`config.mk`:
```
export PLATFORM = sky130hd
export DESIGN_NAME = prog_loader
export DESIGN_NICKNAME = d
export VERILOG_FILES = /design/src/rtl/prog_loader.sv
export SDC_FILE = /design/constraint.sdc
export NUM_CORES = 1
export LEC_CHECK = 0
export ABC_AREA = 1
export CAP_MARGIN = 0
export CORE_MARGIN = 2
export CORE_UTILIZATION = 56
export CTS_BUF_LIST = sky130_fd_sc_hd__clkbuf_16
export DETAILED_ROUTE_END_ITERATION = 12
export GPL_TIMING_DRIVEN = 0
export PLACE_DENSITY = 0.76
export SLEW_MARGIN = 20
export SYNTH_ARGS = -nofsm -noshare
export SYNTH_HDL_FRONTEND = slang
export SYNTH_SLANG_ARGS = --single-unit
```
`constraint.sdc`:
```
create_clock -name CLK -period 5.12 [get_ports CLK]
set_clock_uncertainty 0.2 [all_clocks]
set_input_delay 1.024 -clock CLK [delete_from_list [all_inputs] [get_ports CLK]]
set_output_delay 1.024 -clock CLK [all_outputs]
set_load 0.01 [all_outputs]
```
`src/rtl/prog_loader.sv`:
```
// prog_loader: byte-stream program loader in front of the core's instruction port.
// Assembles a host byte stream (16-bit word count, then 32-bit words, all MSB first) into
// instruction words. Each word is presented to the core with its 0-based index. The core is
// held in reset until the whole image has been loaded.
//
// Ports:
//   CLK, RST      clock (rising edge) and asynchronous active-high reset
//   START         1-cycle pulse that begins a new load (honoured in IDLE/DONE/ERR only)
//   BYTE_IN       host data byte, transferred when BYTE_VALID && BYTE_READY
//   BYTE_VALID    BYTE_IN valid
//   BYTE_READY    loader accepts a byte this cycle (HDR_HI/HDR_LO/DATA)
//   MEM_INST      assembled instruction word
//   MEM_INST_ENB  1-cycle write strobe for MEM_INST
//   INST_ADDR     word index of MEM_INST
//   CPU_RST       core reset, high until the image is loaded
//   BUSY          load in progress
//   DONE          image loaded, core released
//   ERROR         header count exceeded MAX_WORDS
module prog_loader #(
  parameter int unsigned MAX_WORDS = 1024
) (
  input  logic        CLK,
  input  logic        RST,
  input  logic        START,
  input  logic [7:0]  BYTE_IN,
  input  logic        BYTE_VALID,
  output logic        BYTE_READY,
  output logic [31:0] MEM_INST,
  output logic        MEM_INST_ENB,
  output logic [15:0] INST_ADDR,
  output logic        CPU_RST,
  output logic        BUSY,
  output logic        DONE,
  output logic        ERROR
);

  localparam logic [16:0] MaxWords = 17'(MAX_WORDS);

  typedef enum logic [2:0] {
    StIdle,
    StHdrHi,
    StHdrLo,
    StData,
    StDone,
    StErr
  } state_e;

  state_e      state_q;
  logic [7:0]  hdr_hi_q;
  logic [15:0] word_total_q;
  logic [15:0] word_cnt_q;
  logic [1:0]  byte_cnt_q;
  logic [23:0] asm_q;      // first three bytes of the word being assembled

  logic        byte_xfer;
  logic [15:0] hdr_count;
  logic        can_start;

  assign BYTE_READY = (state_q == StHdrHi) || (state_q == StHdrLo) || (state_q == StData);
  assign BUSY       = BYTE_READY;
  assign byte_xfer  = BYTE_VALID && BYTE_READY;
  assign hdr_count  = {hdr_hi_q, BYTE_IN};
  assign can_start  = (state_q == StIdle) || (state_q == StDone) || (state_q == StErr);

  always_ff @(posedge CLK or posedge RST) begin
    if (RST) begin
      state_q      <= StIdle;
      hdr_hi_q     <= '0;
      word_total_q <= '0;
      word_cnt_q   <= '0;
      byte_cnt_q   <= '0;
      asm_q        <= '0;
      MEM_INST     <= '0;
      MEM_INST_ENB <= 1'b0;
      INST_ADDR    <= '0;
      CPU_RST      <= 1'b1;
      DONE         <= 1'b0;
      ERROR        <= 1'b0;
    end else begin
      // Strobe is a single-cycle pulse unless re-armed below.
      MEM_INST_ENB <= 1'b0;

      if (can_start && START) begin
        state_q    <= StHdrHi;
        word_cnt_q <= '0;
        byte_cnt_q <= '0;
        CPU_RST    <= 1'b1;
        DONE       <= 1'b0;
        ERROR      <= 1'b0;
      end else if (byte_xfer) begin
        unique case (state_q)
          StHdrHi: begin
            hdr_hi_q <= BYTE_IN;
            state_q  <= StHdrLo;
          end
          StHdrLo: begin
            word_total_q <= hdr_count;
            if (hdr_count == 16'd0) begin
              state_q <= StDone;
              DONE    <= 1'b1;
              CPU_RST <= 1'b0;
            end else if ({1'b0, hdr_count} > MaxWords) begin
              state_q <= StErr;
              ERROR   <= 1'b1;
            end else begin
              state_q <= StData;
            end
          end
          StData: begin
            if (byte_cnt_q == 2'd3) begin
              MEM_INST     <= {asm_q, BYTE_IN};
              INST_ADDR    <= word_cnt_q;
              MEM_INST_ENB <= 1'b1;
              word_cnt_q   <= word_cnt_q + 16'd1;
              byte_cnt_q   <= '0;
              if (word_cnt_q == word_total_q - 16'd1) begin
                state_q <= StDone;
                DONE    <= 1'b1;
                CPU_RST <= 1'b0;
              end
            end else begin
              asm_q      <= {asm_q[15:0], BYTE_IN};
              byte_cnt_q <= byte_cnt_q + 2'd1;
            end
          end
          default: ;
        endcase
      end
    end
  end

endmodule
```
==> summary.txt <==
relative slew slack = 0.5970
unrepaired setup endpoints after global routing = no
die area = 0.01067 mm²
CP Data Required Time = 3.90 ns
Synth Area in Adders = 0.006798
CP Class = reg -> out
# setup viols final = 0
global-route wire length before repair = 21,700 µm
area fraction in compound gates after synthesis = 0.1038
pre-CTS setup slack = 1.925 ns
filler instances = 718
type of origin of the critical path = register
CTS clk-pin slew, worst paths = 0.06 ns
post-route ant nets = 0
fin cells = 897
chip width = 103.3 µm
ant diodes = 0
P_int = 2.388 mW
met1 Resource Use GR = 0.3635
fmax = 325.5 MHz
cts bufs inserted = 17
Placed Cells = 865
IO buf count = 65
Remaining DRCs = 0
share of cells above drive strength 1 = 0.08377
Synth area leader = dfrtp_1
clk_lat worst skew = 0.40 ns
met2 Use GR = 0.4226
clock sinks = 121
outcome = complete, no violations
largest net degree at the start of global routing = 67
core area = 0.009684 mm²
Finished Core Util = 0.7200
Syn Nets = 681
Initial Utilization = 0.5702
total grt overflow = 0
setup bufs post-CTS = 0
clock root buffer = clkbuf_16
GR Util met3 = 0.05511
Worst Tran Pin Value = 0.6045 ns
DR WL/cell = 14.50 µm
total vias in the final route = 4,814
Gate power share = 0.287
min cycle time layout = 3.072 ns
initial drt markers = 310
CTS Hold Bufs = 0
mean post-synth cell area = 8.291 µm²
Max-Cap Viols = 0
Hold WC Path Type = reg -> reg
Post-Synth Simple-Gate Area = 0.2477
Sw Pwr = 1.254 mW
Total GRT Usage = 0.2647
Hold Vio Cnt, Final = 0
CP endpoint kind = output port
Final Cycle Share = 0.6000
PnR worst setup slack = 2.048 ns
GPL Wtd Cong = 0.8444
Max Buffers Root-to-Sink = 2
DR pass1 iterations = 5
initial antenna violation count = 0
Rows = 36
Post-Route WL = 13,000 µm
Cell Area, Synth = 0.005522 mm²
CTS resizes = 0
Synth-to-Final Area Change = 26.29%
dpl hpwl = 9163 µm
peak fanout along the critical path = 4
Post-Synthesis Cells = 666
Hold WS = 0.2655 ns
sequential-to-total area share from yosys stat = 0.5486
Clock power frac = 0.331
Tot Pwr = 3.642 mW
Top Ports = 66
vias per cell = 5.367
synthesis-stage register bit count = 121
mux contribution to synthesized area = 0.008158
largest family of logic cells by synthesized area = simple AND/OR/NAND/NOR gates
sequential share of power = 0.382
chip height = 103.3 µm
htree depth = 4
pwr/cell area = 522.3 mW/mm²
GR peak layer = met2
layout net count = 766
CP Data Arrival Time = 1.85 ns
CTS tree = yes
Post-Synth XOR/XNOR Area = 0.01269
static leakage = 3.332 nW
Sw Share = 0.3443
synth warn = 0
Yosys cell types = 36
max-slew violation count = 0
number of global-route vias before repair = 4,571
ranking of synthesized cells by area = dfrtp_1 54%, nand2_1 14%, o21ai_0 7.6%, inv_1 5.0%, nor2_1 3.2%
Synth top area share = 0.5438
Peak VDD IR = 0.0003942 V
[through the flow]
step           instance area, µm²  setup TNS [ns]
2_1_floorplan                5522               0
3_3_place_gp                 6339          -96.23
3_5_place_dp                 6371               0
4_1_cts                      6973               0
5_1_grt                      6973               0
6_report                     6973               0
[power groups by stage]
stage / clock [mW] / combinational, mW / sequential [mW]
after floorplan: 0 / 0.698 / 1.37
after global placement: 0 / 0.978 / 1.39
after detailed placement: 0 / 1.03 / 1.40
after CTS: 1.21 / 1.05 / 1.39
after global routing: 1.26 / 1.19 / 1.42
final: 1.20 / 1.04 / 1.39
[routing by layer]
metal	wire, µm	share of wire
met1	5830	0.45
met3	686	0.053
met4	208	0.016
met2	6278	0.48
met5	0	0
[synthesized netlist by cell type]
cell type,number
a21oi_1,16
and2_1,1
buf_2,1
buf_4,3
buf_6,2
clkbuf_1,16
dfrtp_1,120
dfstp_2,1
ha_1,3
inv_1,74
inv_2,3
mux2_2,4
nand2_1,208
nand2_2,5
nand2_4,1
nand3_1,24
nand3_2,2
nand3b_1,2
nand4_1,2
nor2_1,47
nor2_2,1
nor2_4,3
nor3_1,15
nor3_2,1
nor3_4,1
nor4_1,2
nor4_4,1
o21a_1,2
o21ai_0,84
o21ai_1,7
o21bai_1,2
o31ai_1,1
or2_1,1
or2_2,2
xnor2_1,1
xor2_1,7
[worst max-delay path: stages, from the launching register on]
cell	delay, ns
dfrtp_1	0.39
inv_1	0.11
nor2_1	0.13
inv_1	0.07
nand2_1	0.10
buf_4	0.12
clkdlybuf4s50_1	0.52
[worst paths after layout]
check	cells after the start	from	slack [ns]	end
max	6	state_q[0]	2.05	BYTE_READY
min reg2reg	2	CPU_RST	0.27	CPU_RST
min in group asynchronous	2	RST	0.84	INST_ADDR[2]
min	2	CPU_RST	0.27	CPU_RST
max in group asynchronous	3	RST	3.20	MEM_INST[2]
max reg2reg	13	word_total_q[0]	2.84	state_q[1]
[state kept, by name, indices dropped and copies added, names as in the netlist, 2 cells and up]
| signal | flops |
|---|---|
| asm_q | 24 |
| MEM_INST | 32 |
| word_total_q | 16 |
| word_cnt_q | 16 |
| byte_cnt_q | 2 |
| hdr_hi_q | 8 |
| INST_ADDR | 16 |
| state_q | 3 |
[logic make-up after synthesis]
logic type               Yosys count
adder cells (fa/ha/maj)            3
XOR/XNOR                           8
multiplexers                       4
flip-flops                       121
buffers and inverters             99
AND/OR/NAND/NOR                  319
AO/OA/AOI/OAI                    112
[layout by cell type, fill, tap and decap left out, drive strengths merged, types with 3 or more instances in the layout]
| cell type | instances |
|---|---|
| ha | 3 |
| a21oi | 16 |
| o21ai | 91 |
| nand3 | 26 |
| xor2 | 7 |
| nor4 | 3 |
| clkinvlp | 5 |
| inv | 78 |
| nor2 | 51 |
| clkbuf | 33 |
| bufinv | 3 |
| clkinv | 6 |
| dfrtp | 120 |
| mux2 | 4 |
| clkdlybuf4s50 | 65 |
| nor3 | 17 |
| or2 | 3 |
| nand2 | 214 |
| buf | 7 |
[final cells by class]
cell class              count  area, µm²  share of cell area
well taps                 133      166.4             0.02387
multi-input cells         446       2093              0.3002
plain buffers              22      110.1             0.01579
clock buffers              17      425.4             0.06101
repair buffers             66      678.2             0.09725
flip-flops and latches    121       3029              0.4344
clock inverters            15      176.4             0.02530
inverters                  77      294.0             0.04217
(Power assumes the default switching activity.)
